`src/rtl/gram_param_if.sv`:
```
// Bus bundle for gram_param: write/clear requests and address/data in, read data and busy flag out.
// The master side drives requests; the memory is the slave.
interface gram_param_if #(
  parameter int LARGURA      = 16,
  parameter int PROFUNDIDADE = 8
);
  localparam int END_W = $clog2(PROFUNDIDADE);

  logic             habilita_in;
  logic             limpa_in;
  logic [END_W-1:0] endereco_in;
  logic [LARGURA-1:0] dado_in;
  logic [LARGURA-1:0] dado_out;
  logic             ocupado_out;

  modport master (
    output habilita_in, limpa_in, endereco_in, dado_in,
    input  dado_out, ocupado_out
  );

  modport slave (
    input  habilita_in, limpa_in, endereco_in, dado_in,
    output dado_out, ocupado_out
  );
endinterface

```
`src/rtl/gram_param.sv`:
```
// Parametrised single-port data memory with a hardware clear sweep after reset or on request,
// a busy flag, and either a combinational or a registered (write-first) read port.
module gram_param #(
  parameter int LARGURA      = 16,
  parameter int PROFUNDIDADE = 8,
  parameter int LEITURA_REG  = 0
) (
  input logic         relogio_in,
  input logic         reinicia_in,
  gram_param_if.slave bus
);
  localparam int END_W = $clog2(PROFUNDIDADE);
  localparam logic [END_W-1:0] LAST      = END_W'(PROFUNDIDADE - 1);
  localparam logic [END_W:0]   DEPTH_LIM = (END_W + 1)'(PROFUNDIDADE);

  typedef enum logic {LIMPANDO = 1'b0, PRONTO = 1'b1} state_t;

  state_t             state_reg, state_next;
  logic [END_W-1:0]   cont_reg, cont_next;
  logic [LARGURA-1:0] mem [PROFUNDIDADE];

  logic               addr_ok;
  logic               busy;
  logic               mem_we;
  logic [END_W-1:0]   mem_waddr;
  logic [LARGURA-1:0] mem_wdata;

  // Only non-power-of-2 depths can present an address past the last word.
  assign addr_ok = ({1'b0, bus.endereco_in} < DEPTH_LIM);

  always_ff @(posedge relogio_in) begin
    if (reinicia_in) begin
      state_reg <= LIMPANDO;
      cont_reg  <= '0;
    end else begin
      state_reg <= state_next;
      cont_reg  <= cont_next;
    end
  end

  always_comb begin
    state_next = state_reg;
    cont_next  = cont_reg;
    case (state_reg)
      LIMPANDO: begin
        if (cont_reg == LAST) begin
          state_next = PRONTO;
          cont_next  = '0;
        end else begin
          cont_next = cont_reg + 1'b1;
        end
      end
      PRONTO: begin
        if (bus.limpa_in) begin
          state_next = LIMPANDO;
          cont_next  = '0;
        end
      end
      default: begin
        state_next = LIMPANDO;
        cont_next  = '0;
      end
    endcase
  end

  // A clear request in PRONTO wins over a simultaneous user write.
  always_comb begin
    busy      = reinicia_in || (state_reg == LIMPANDO);
    mem_we    = 1'b0;
    mem_waddr = bus.endereco_in;
    mem_wdata = bus.dado_in;
    if (!reinicia_in) begin
      if (state_reg == LIMPANDO) begin
        mem_we    = 1'b1;
        mem_waddr = cont_reg;
        mem_wdata = '0;
      end else if (!bus.limpa_in && bus.habilita_in && addr_ok) begin
        mem_we = 1'b1;
      end
    end
  end

  always_ff @(posedge relogio_in) begin
    if (mem_we) begin
      mem[mem_waddr] <= mem_wdata;
    end
  end

  assign bus.ocupado_out = busy;

  generate
    if (LEITURA_REG != 0) begin : g_read_reg
      logic [LARGURA-1:0] rd_reg;

      always_ff @(posedge relogio_in) begin
        if (reinicia_in || (state_reg == LIMPANDO) || bus.limpa_in || !addr_ok) begin
          rd_reg <= '0;
        end else if (bus.habilita_in) begin
          rd_reg <= bus.dado_in;
        end else begin
          rd_reg <= mem[bus.endereco_in];
        end
      end

      assign bus.dado_out = rd_reg;
    end else begin : g_read_comb
      assign bus.dado_out = (busy || !addr_ok) ? '0 : mem[bus.endereco_in];
    end
  endgenerate
endmodule

```
`src/flat_wrapper.sv`:
```
// flat-port wrapper written by rule: the top's interface ports become plain ports
module gram_param_flat 
#(
  parameter int LARGURA      = 16,
  parameter int PROFUNDIDADE = 8,
  parameter int LEITURA_REG  = 0
)
  (relogio_in, reinicia_in, bus_habilita_in, bus_limpa_in, bus_endereco_in, bus_dado_in, bus_dado_out, bus_ocupado_out);
  gram_param_if #(.LARGURA(LARGURA), .PROFUNDIDADE(PROFUNDIDADE)) bus_i ();
  input logic relogio_in;
  input logic reinicia_in;
  input wire logic [$bits(bus_i.habilita_in)-1:0] bus_habilita_in;
  input wire logic [$bits(bus_i.limpa_in)-1:0] bus_limpa_in;
  input wire logic [$bits(bus_i.endereco_in)-1:0] bus_endereco_in;
  input wire logic [$bits(bus_i.dado_in)-1:0] bus_dado_in;
  output wire logic [$bits(bus_i.dado_out)-1:0] bus_dado_out;
  output wire logic [$bits(bus_i.ocupado_out)-1:0] bus_ocupado_out;
  assign bus_i.habilita_in = bus_habilita_in;
  assign bus_i.limpa_in = bus_limpa_in;
  assign bus_i.endereco_in = bus_endereco_in;
  assign bus_i.dado_in = bus_dado_in;
  assign bus_dado_out = bus_i.dado_out;
  assign bus_ocupado_out = bus_i.ocupado_out;
  gram_param #(.LARGURA(LARGURA), .PROFUNDIDADE(PROFUNDIDADE), .LEITURA_REG(LEITURA_REG)) u_core (.relogio_in(relogio_in), .reinicia_in(reinicia_in), .bus(bus_i));
endmodule
```
`config.mk`:
```
export PLATFORM = sky130hd
export DESIGN_NAME = gram_param_flat
export DESIGN_NICKNAME = d
export VERILOG_FILES = /design/src/rtl/gram_param_if.sv /design/src/rtl/gram_param.sv /design/src/flat_wrapper.sv
export SDC_FILE = /design/constraint.sdc
export NUM_CORES = 1
export LEC_CHECK = 0
export ABC_AREA = 1
export ABC_CLOCK_PERIOD_IN_PS = 4320
export CORE_UTILIZATION = 40
export DETAILED_ROUTE_END_ITERATION = 8
export GPL_TIMING_DRIVEN = 1
export PLACE_DENSITY = 0.61
export SLEW_MARGIN = 20
export SYNTH_ARGS = -nofsm -noshare
export SYNTH_HDL_FRONTEND = slang
export SYNTH_SLANG_ARGS = --single-unit
```
`constraint.sdc`:
```
create_clock -name relogio_in -period 4.32 [get_ports relogio_in]
set_clock_uncertainty 0.15 [all_clocks]
set_input_delay 0.432 -clock relogio_in [delete_from_list [all_inputs] [get_ports relogio_in]]
set_output_delay 0.432 -clock relogio_in [all_outputs]
set_load 0.005 [all_outputs]
```
### After elaboration in Yosys (flattened, before gate mapping)

Memories as Yosys holds them, arrays and structs flattened.
Index checks and enable logic that the tools add are counted.

| storage, ports and cells | value |
|---|---|
| bits in registers | 4 |
| memories | 1 |
| bits in writable memories | 128 |
| bits of input ports | 23 |

| cells by class | value |
|---|---|
| multiplexer cells | 16 |
| reductions and logical operators | 3 |
| bitwise logic cells | 1 |
| equality and inequality tests | 2 |
| add/subtract/negate cells | 1 |

Memories:

| name | depth | bits a word | read ports | clocked after memory_dff | wr ports | line | RTL |
|---|---|---|---|---|---|---|---|
| u_core.mem | 8 | 16 | 1 | 0 | 1 | gram_param.sv:20 | `logic [LARGURA-1:0] mem [PROFUNDIDADE];` |

Operators by type and width:

| operator | count |
|---|---|
| 16-bit 2-to-1 mux | 3 |
| 3-bit 2-to-1 mux | 4 |
| 1-bit 2-to-1 mux | 7 |
| 3-bit one-hot mux with 2 select lines | 1 |
| 3-bit by 1-bit adder with 3-bit output (second input constant) | 1 |
| 3-bit == test (second input constant) | 1 |
| 2-bit inequality test (second input constant) | 1 |
| 1-bit one-hot mux with 2 select lines | 1 |
| 1-bit logical AND | 1 |
| 1-bit logical NOT | 1 |
| 1-bit logical OR | 1 |
| 1-bit inverter | 1 |

### Depth between registers and ports, before layout

Gate-level depths: netlist (run 1).

| logic depth | value |
|---|---|
| depth in word-level cells | 7 |
| depth in mapped cells | 8 |

### Worst setup path before layout (run 1)

No wires, ideal clock.

| timing path | value |
|---|---|
| path kind | input port to flip-flop |
| start | input port reinicia_in |
| end | memory u_core.mem[6][0] (enable) |
| buffers on the path | 2 |
| stages | 7 |
| arrival | 1.709 ns |
| data required time | 3.782 ns |
| setup slack | 2.073 ns |
| cells stage by stage | buf_6 > nor2_8 > buf_6 > nand2_2 > nand2_1 > nand2_2 > nor2_1 |

| between the ends | value |
|---|---|
| word-level cells in the longest chain between the ends | 3 |
| elaborated cells on any way between the ends | 4 |

Ends and longest elaborated chain:

| item | line | RTL |
|---|---|---|
| start: declaration | flat_wrapper.sv:11 | `input logic reinicia_in;` |
| 1-bit 2-to-1 mux | gram_param.sv:72 | `if (!reinicia_in) begin` |
| 1-bit 2-to-1 mux | gram_param.sv:84 | `if (mem_we) begin` |
| 1-bit 2-to-1 mux (implied by the code) | gram_param.sv:85 | `mem[mem_waddr] <= mem_wdata;` |
| end: declaration | gram_param.sv:20 |  |

Several ways; a longest one is shown, not always the timed one.

### Worst setup path after layout (run 1)

| timing path | value |
|---|---|
| start | input port bus_endereco_in[2] |
| end | output port bus_dado_out[10] |

| between the ends | value |
|---|---|
| word-level cells in the longest chain between the ends | 2 |

Ends and longest elaborated chain:

| item | line | RTL |
|---|---|---|
| start: declaration | flat_wrapper.sv:14 | `input wire logic [$bits(bus_i.endereco_in)-1:0] bus_endereco_in;` |
| memory 8 x 16 bit | n/a |  |
| 16-bit 2-to-1 mux | gram_param.sv:107 | `assign bus.dado_out = (busy \|\| !addr_ok) ? '0 : mem[bus.endereco_in];` |
| end: declaration | flat_wrapper.sv:16 | `output wire logic [$bits(bus_i.dado_out)-1:0] bus_dado_out;` |

No other way between the ends.

==> results of run 1 <==
power breakdown:
part	internal (mW)	total (mW)	switching, mW	leakage [nW]
Clock	0.834	1.34	0.507	0.269
Sequential	1.46	1.47	0.0105	1.22
Combinational	0.0711	0.218	0.147	1.76
Total	2.36	3.03	0.665	3.24
stage by stage:
stage	std cells	hold WS [ns]
2_1_floorplan	640	0.3122
3_3_place_gp	849	0.3496
3_5_place_dp	849	0.3573
4_1_cts	881	0.3729
5_1_grt	881	0.3886
6_report	881	0.3705
worst reg2reg max path, delay by kind of cell, from the launching register on:
kind / cells / cell delay (ns)
AND/OR/NAND/NOR: 3 / 0.94
AO/OA/AOI/OAI: 1 / 0.11
buffers and inverters: 2 / 0.46
flip-flops: 1 / 0.37
worst max path at each step:
stage | to | cells past startpoint | slack (ns) | from
CTS | bus_dado_out[10] | 5 | 1.24 | bus_endereco_in[2]
floorplan | u_core.mem[6][0] | 7 | 2.07 | reinicia_in
finish | bus_dado_out[10] | 5 | 1.24 | bus_endereco_in[2]
detailed placement | u_core.mem[3][4] | 7 | 1.13 | reinicia_in
global placement | bus_dado_out[10] | 5 | 1.22 | bus_endereco_in[2]
global route | bus_dado_out[10] | 5 | 1.12 | bus_endereco_in[2]
synth_stat cells, types with 3 or more instances:
master,count
sky130_fd_sc_hd__dfxtp_1,4
sky130_fd_sc_hd__inv_1,153
sky130_fd_sc_hd__edfxtp_1,128
sky130_fd_sc_hd__buf_6,3
sky130_fd_sc_hd__nor2_1,56
sky130_fd_sc_hd__nand2_1,172
sky130_fd_sc_hd__nand3_1,80
sky130_fd_sc_hd__inv_2,3
sky130_fd_sc_hd__clkbuf_1,3
sky130_fd_sc_hd__buf_4,10
sky130_fd_sc_hd__buf_2,12
placed cells by master, fill, tap and decap left out, types with 3 or more instances in the layout:
cell type	Yosys	final
sky130_fd_sc_hd__buf_4	10	13
sky130_fd_sc_hd__clkbuf_16	0	17
sky130_fd_sc_hd__clkdlybuf4s50_1	0	38
sky130_fd_sc_hd__clkinv_1	0	3
sky130_fd_sc_hd__clkinv_2	0	6
sky130_fd_sc_hd__dfxtp_1	4	4
sky130_fd_sc_hd__edfxtp_1	128	128
sky130_fd_sc_hd__inv_1	153	153
sky130_fd_sc_hd__inv_2	3	3
sky130_fd_sc_hd__nand2_1	172	172
sky130_fd_sc_hd__nand3_1	80	80
sky130_fd_sc_hd__nor2_1	56	56
layout make-up:
class | count | area, um2 | share of cell area [%]
flip-flops and latches | 132 | 3924 | 54.43
multi-input cells | 323 | 1396 | 19.37
inverters | 156 | 585.6 | 8.124
repair buffers | 54 | 523.0 | 7.256
clock buffers | 19 | 432.9 | 6.006
well taps | 184 | 230.2 | 3.194
clock inverters | 13 | 116.4 | 1.614
routing by layer:
layer	wire [um]	track usage (%)	up-vias
li1	-	-	2066
met2	6198	28.86	104
met3	756	4.022	11
met5	0	0	-
met4	147	6.026	0
met1	5896	23.75	1932
cells by family (layout without fill, tap and decap cells):
| kind of cell | Yosys count | after routing | synth area share [%] |
|---|---|---|---|
| flops | 132 | 132 | 64.32 |
| fa+ha+maj | 2 | 2 | 0.4101 |
| simple gates | 313 | 313 | 21.62 |
| compound gates | 8 | 8 | 0.8614 |
| buf+inv | 185 | 242 | 12.80 |
==> results list, run 1 <==
- The final layout contains routed wiring with a total length of 13.00 mm.
- The min-delay analysis places its worst path in the category register to register.
- Before antenna repair, the detailed router went through 6 iterations.
- The average instance in the mapped netlist occupies 9.533 um2.
* Time the final worst path needs with I/O delays and setup: 3.081 ns
- CTS tree: done
- Overflow left after global routing: 0
- The worst hold path passes through 2 cells.
- Synthesis produced 640 cells.
- From left edge to right edge, the die measures 125.5 um.
- Flip-flop count of the largest register after layout: 128
- The number of max-slew violations in the final report came to 0.
- The final reports fail on DRC.
- In the synthesized netlist the async set-or-reset flop fraction comes to 0%.
- Yosys printed 0 warnings.
* Launching point of the worst reg2reg path: u_core.state_reg
- Aggregate global-route resource usage: 17.86%
- Final #Nets: 709
- Library cells used by synthesis: 22
- Number of enable-type register cells in the synthesized netlist: 128
- The first global-routing pass estimated 21.21 mm of wire.
- Synthesis produced a netlist with a net count of 665.
- Measured along the y axis, the die boundary spans 125.5 um.
- Of all nets on the critical path, the largest fanout is 18.
- Summed over its instances, the top area cell type makes up 63.00% of the synthesized netlist area.
* Setup Total Neg Slack: 0 ns
* Number of fill cells: 1357
* Clock slew at reported path FFs: 0.05 ns
- Clk Tree Root Cell: sky130_fd_sc_hd__clkbuf_16
* Count of standard-cell rows: 44
- The H-tree was split into 4 levels.
- Setup repair after global routing left no endpoint under its margin.
* Area added between synthesis and finish: 18.15%
* Maximum count of clock buffers along a single path: 2
* Worst slack at placement: 1.128 ns
- Summed over all cells, the static leakage comes to 3.244 nW.
* # Max-Cap Violations: 0
- The worst setup path is captured at a primary output.
* CTS buffer count: 17
- Slew at the pin closest to its max-slew limit: 0.7096 ns
- Hold Fails Final Rpt: 0
* Antenna violations before repair: 0
* Power Total: 3.026 mW
- Type of the setup path with the least slack: primary input to primary output
- Once layout is done, the placed cells without fillers occupy 0.007208 mm2.
- Walking the worst path, the cells encountered are clkdlybuf4s50_1 > buf_4 > nor2_1 > nor2_1 > clkdlybuf4s50_1.
- Dividing the detail-routed via count by the number of cells gives 4.669.
- In this run the cell area measured after placement is 0.006659 mm2.
* Floorplan Core Area: 0.01470 mm2
- The clock net in this run drives a total of 132 sinks.
* Delay of the slowest critical-path stage: 0.90 ns
- STA classifies the critical path startpoint as a primary input.
* Starting utilization of the core area: 41.50%
* Detailed router's first-iteration violation count: 248
- Via count: 4113
- Max rail drop VDD: 0.2399 mV
- Relative slew slack: 52.69%
- Dividing the detail-routed wire length by the instance count gives 14.75 um.
- Total setup violations reported at the end of the flow: 0
* Delay-heaviest family, CP: buffers and inverters
* Hold path startpoint: u_core.cont_reg[2]
* Power per cell area: 419.8 mW/mm2
* N_diodes: 0
- The floorplan step defined a die boundary enclosing 0.01575 mm2.
- The worst hold path terminates at u_core.cont_reg[2].
- Gates resized during post-CTS repair numbered 0.
- Ys flop type: sky130_fd_sc_hd__edfxtp_1
* Leading post-synthesis cells by cell area: sky130_fd_sc_hd__edfxtp_1 63%, sky130_fd_sc_hd__nand2_1 11%, sky130_fd_sc_hd__inv_1 9.4%, sky130_fd_sc_hd__nand3_1 6.6%, sky130_fd_sc_hd__nor2_1 3.4%
- After layout, the worst path uses 71.31% of the clock period.
- Hold buffer count at CTS: 0
- Routability-driven placement finished with a final weighted congestion of 0.7499.
- The number of setup buffers added after CTS is 0.
- Ratio of cells with drive above 1 in the final layout: 7.461%
- Max Clk Rate: 324.6 MHz
- Summed over all instances, the cell type with the most area after synthesis is sky130_fd_sc_hd__edfxtp_1.
- The clock reaches the later pin of the worst-skew pair after 0.41 ns.
- Slowest cell on the critical path: sky130_fd_sc_hd__clkdlybuf4s50_1
- Of the synthesized area, sequential elements account for 64.32%.
- The number of global-route vias before repair is 4180.
- Entering global routing, the biggest net connects 65 pins.
- The cell area that synthesis handed to floorplanning was 0.006101 mm2.
- The wire-length estimate of the detail-placed layout is 7.937 mm.
- Arrival time of data at the critical path endpoint: 2.50 ns
* End-of-flow core utilization: 49.04%
* Outcome: finished with violations
* Input/output buffers: 39
- Count of boundary I/O pins: 40
* Cell depth of the worst flop-to-flop path: 6
* FF+latch count, synth: 132
- Setup slack, reg-to-reg: 1.98 ns
* Worst path buffer plus inverter count: 3
- Capture instance of the worst register-to-register path: u_core.mem[3][9]
* Remaining design rule violation count: 2
- Post-DRT Antenna Nets: 0
* CP Data Required Time: 3.74 ns
* Worst Setup Slack, final: 1.239 ns
No activity file was read; power rests on OpenSTA's default activity.
==> run 2, diff against run 1 <==
--- a/config.mk
+++ b/config.mk
@@ -6,7 +6,7 @@
 export NUM_CORES = 1
 export LEC_CHECK = 0
 export ABC_AREA = 1
-export ABC_CLOCK_PERIOD_IN_PS = 4320
+export ABC_CLOCK_PERIOD_IN_PS = 3100
 export CORE_UTILIZATION = 40
 export DETAILED_ROUTE_END_ITERATION = 8
 export GPL_TIMING_DRIVEN = 1
==> constraint.sdc (replaced) <==
create_clock -name relogio_in -period 3.1 [get_ports relogio_in]
set_clock_uncertainty 0.15 [all_clocks]
set_input_delay 0.31 -clock relogio_in [delete_from_list [all_inputs] [get_ports relogio_in]]
set_output_delay 0.31 -clock relogio_in [all_outputs]
set_load 0.005 [all_outputs]
==> run 2 against run 1 <==
The run still ends with DRC left. Utilization grew 0.36 points. Sequential power grew 39%. Power grew 38%. Register-to-register slack lost 0.74 ns. Sequential share of layout area shrank 0.39 points. Worst setup slack lost 0.84 ns. Largest cell class unchanged. Die area is the same. Highest routed layer unchanged. First-iteration DRC count grew 37%.
==> results list, run 2 (synthesis gave the netlist of run 1 again) <==
- CP Data Required Time: 2.64 ns (-1.10 ns)
- In this run the critical register-to-register path is launched from u_core.state_reg.
- # Max-Cap Violations: 0 (unchanged)
* Clk Tree Root Cell: sky130_fd_sc_hd__clkbuf_16
- Total length of routed wires: 12.81 mm (-1.5%)
* Instance count on the critical path: 5 (unchanged)
- The number of flip-flops in the largest register is 128 (unchanged).
* Max FO, Critical Path: 17 (-1)
- The number of core rows was 44 (unchanged).
- The cell that appears most often on the critical path is sky130_fd_sc_hd__clkdlybuf4s50_1.
* Arrival time of data at the critical path endpoint: 2.25 ns (-0.25 ns)
- For this run, the top clock speed supported by timing is 369.7 MHz.
- Dividing the final minimum period by the clock period gives 87.26%.
* Storage element area: 0.003924 mm2 (unchanged)
- The stage delay of the slowest cell on the critical path came to 0.68 ns (-0.22 ns).
* DIE WIDTH: 125.5 um (unchanged)
- The transition time at the pin with the least slew margin came to 0.7199 ns (+0.01035 ns).
* Overflow left after global routing: 0 (unchanged)
- Worst slack at placement: 0.3487 ns (-0.7793 ns)
- The clock-pin slew reported for the worst setup and hold paths after clock tree synthesis came to 0.05 ns (about the same).
- The number of antenna violations at the first check in global routing is 0 (unchanged).
* Number of fill cells: 1310 (-3.5%)
- CTS resizes: 0 (unchanged)
- Cell depth of the worst flop-to-flop path: 6 (unchanged)
- Commonest non-fill, non-tap cells in the layout: 172 x sky130_fd_sc_hd__nand2_1, 153 x sky130_fd_sc_hd__inv_1, 128 x sky130_fd_sc_hd__edfxtp_1, 80 x sky130_fd_sc_hd__nand3_1, 56 x sky130_fd_sc_hd__nor2_1
- Critical path endpoint: bus_dado_out[4]
- Floorplan Core Area: 0.01470 mm2 (unchanged)
- The core occupancy in the finished layout was 49.40% (+0.36 points).
- Capture instance of the worst register-to-register path: u_core.mem[5][11]
- Detailed-placement wirelength estimate: 7.803 mm (-1.7%)
- Max rail drop VDD: 0.3591 mV (+50%)
* Sequential share of power: 48.8% (+0.4 points)
- The critical path is of the primary input to primary output type.
- Subtracting the final worst setup slack from the clock period gives 2.705 ns.
* Combined area of the multi-input logic cells: 0.001396 mm2 (unchanged)
* CTS sink count: 132 (unchanged)
* Power Total: 4.184 mW (+38%)
- The kind of cell with the highest combined delay along the critical path is buffers and inverters.
- Switching Power: 891.0 uW (+34%)
- The final-report hold violation count came to 0 (unchanged).
- Failing checks: DRC
- Count of H-tree levels built during CTS: 4 (unchanged)
- The worst-case headroom to the max-slew limit came to 52.00% (-0.69 points).
- The final worst setup slack is 0.3950 ns (-0.8443 ns).
- The top-level I/O count came to 40 (unchanged).
- Routed wire length per instance: 14.37 um (-2.6%)
- The all-layer global routing usage came to 17.95% (+0.099 points).
* Setup repair bufs after CTS: 0 (unchanged)
- Net switching share of the total power: 21.30% (-0.68 points)
* Die area: 0.01575 mm2 (unchanged)
* RSZ-0062 raised after global routing: false
- The part of the power in combinational logic came to 7.4% (+0.2 points).
* Input/output buffers: 39 (unchanged)
- The share of layout cells above drive strength 1 came to 7.921% (+0.46 points).
* Starting utilization of the core area: 41.50% (unchanged)
- Most frequent standard cell in the layout excluding fill and tap cells: sky130_fd_sc_hd__nand2_1
- The number of antenna diodes was 0 (unchanged).
* Wire length of the first global-routing pass: 21.29 mm (+0.39%)
* First element of the critical path: reinicia_in
* Outcome: finished with violations
- The number of nets at the end of the flow is 720 (+1.6%).
- CTS buffer count: 17 (unchanged)
- Internal power consumption: 3.293 mW (+39%)
* Setup Total Neg Slack: 0 ns (unchanged)
- The clock latency on the worst-skew pair is 0.41 ns (about the same).
* Standby leakage power: 3.287 nW (+1.3%)
- The worst setup path is captured at a primary output.
- Power per cell area: 576.3 mW/mm2 (+37%)
- Routability congestion estimate from global placement: 0.7650 (+2.0%)
- TritonCTS built the clock tree.
* Slowest cell on the critical path: sky130_fd_sc_hd__clkdlybuf4s50_1
* Max Slew Vio Count: 0 (unchanged)
- The number of buffers inserted by hold repair at cts is 0 (unchanged).
- Via count: 4145 (+0.78%)
- Post-DR vias/cell: 4.652 (-0.35%)
- The critical path goes through clkdlybuf4s50_1 > nor2_8 > nand2_1 > nor2_1 > clkdlybuf4s50_1.
- The number of global-route vias before repair is 4186 (+0.14%).
* Maximum number of pins on one net before global-route repair: 65 (unchanged)
- Die span in y: 125.5 um (unchanged)
* Area added between synthesis and finish: 19.01%
- Worst path buffer plus inverter count: 2 (-1)
- The setup-violating endpoint count in the final report was 0 (unchanged).
- The final routed DRC violation total was 2 (unchanged).
- The residual antenna-violating net count after detailed routing came to 0 (unchanged).
* Drt first pass iters: 6 (unchanged)
- The power share of the clock group came to 43.7% (-0.7 points).
- The worst-case clock buffer depth was 2 (unchanged).
- Detailed router's first-iteration violation count: 340 (+37%)
* Setup slack, reg-to-reg: 1.24 ns (-0.74 ns)
* Kind of path behind the tightest hold check: register to register
- The worst setup path is launched from a primary input.
run 2: changes by cell type in the layout (fill, tap and decap cells not counted), sizes merged:
cell	change
clkbuf	+3
clkinvlp	-2
clkinv	-2
buf	+11
run 2: power groups by stage:
stage	clock network (mW)	registers, mW	logic (mW)
2_1_floorplan	0	2.08	0.205
5_1_grt	1.93	2.05	0.353
3_5_place_dp	0	2.08	0.313
6_report	1.83	2.04	0.311
3_3_place_gp	0	2.08	0.306
4_1_cts	1.86	2.04	0.316
run 2: worst min-delay path, delay by kind of cell, from the launching register on:
kind            cells  cell delay [ns]
buf+inv             1             0.08
flops               1             0.31
compound gates      1             0.07
run 2: layer usage:
layer | up-vias | GRT usage [%] | routed length, um
met2 | 98 | 29.15 | 6151
met3 | 16 | 4.450 | 676
met4 | 0 | 6.671 | 192
met5 | - | 0 | 0
li1 | 2091 | - | -
met1 | 1940 | 23.27 | 5789
run 2: worst min-delay path by stage:
stage | startpoint | endpoint | slack, ns | depth (start not counted)
2_1_floorplan | u_core.cont_reg[1] | u_core.cont_reg[1] | 0.31 | 2
3_3_place_gp | u_core.cont_reg[2] | u_core.cont_reg[2] | 0.34 | 2
3_5_place_dp | u_core.cont_reg[1] | u_core.cont_reg[1] | 0.35 | 2
4_1_cts | u_core.cont_reg[1] | u_core.cont_reg[1] | 0.36 | 2
5_1_grt | u_core.cont_reg[1] | u_core.cont_reg[1] | 0.37 | 2
6_report | u_core.cont_reg[2] | u_core.cont_reg[2] | 0.36 | 2
run 2: stage by stage:
| stage | area [um2] | hold WS (ns) | instances |
|---|---|---|---|
| 2_1_floorplan | 6101 | 0.3122 | 640 |
| 3_3_place_gp | 6729 | 0.3357 | 860 |
| 3_5_place_dp | 6729 | 0.3476 | 860 |
| 4_1_cts | 7261 | 0.3604 | 891 |
| 5_1_grt | 7261 | 0.3675 | 891 |
| 6_report | 7261 | 0.3588 | 891 |
run 2: area by class of cell:
cell class              count  share of cell area, %
flip-flops and latches    132                  54.04
clock buffers              22                  6.118
well taps                 184                  3.171
repair buffers             65                  8.168
clock inverters             9                  1.206
multi-input cells         323                  19.23
inverters                 156                  8.065
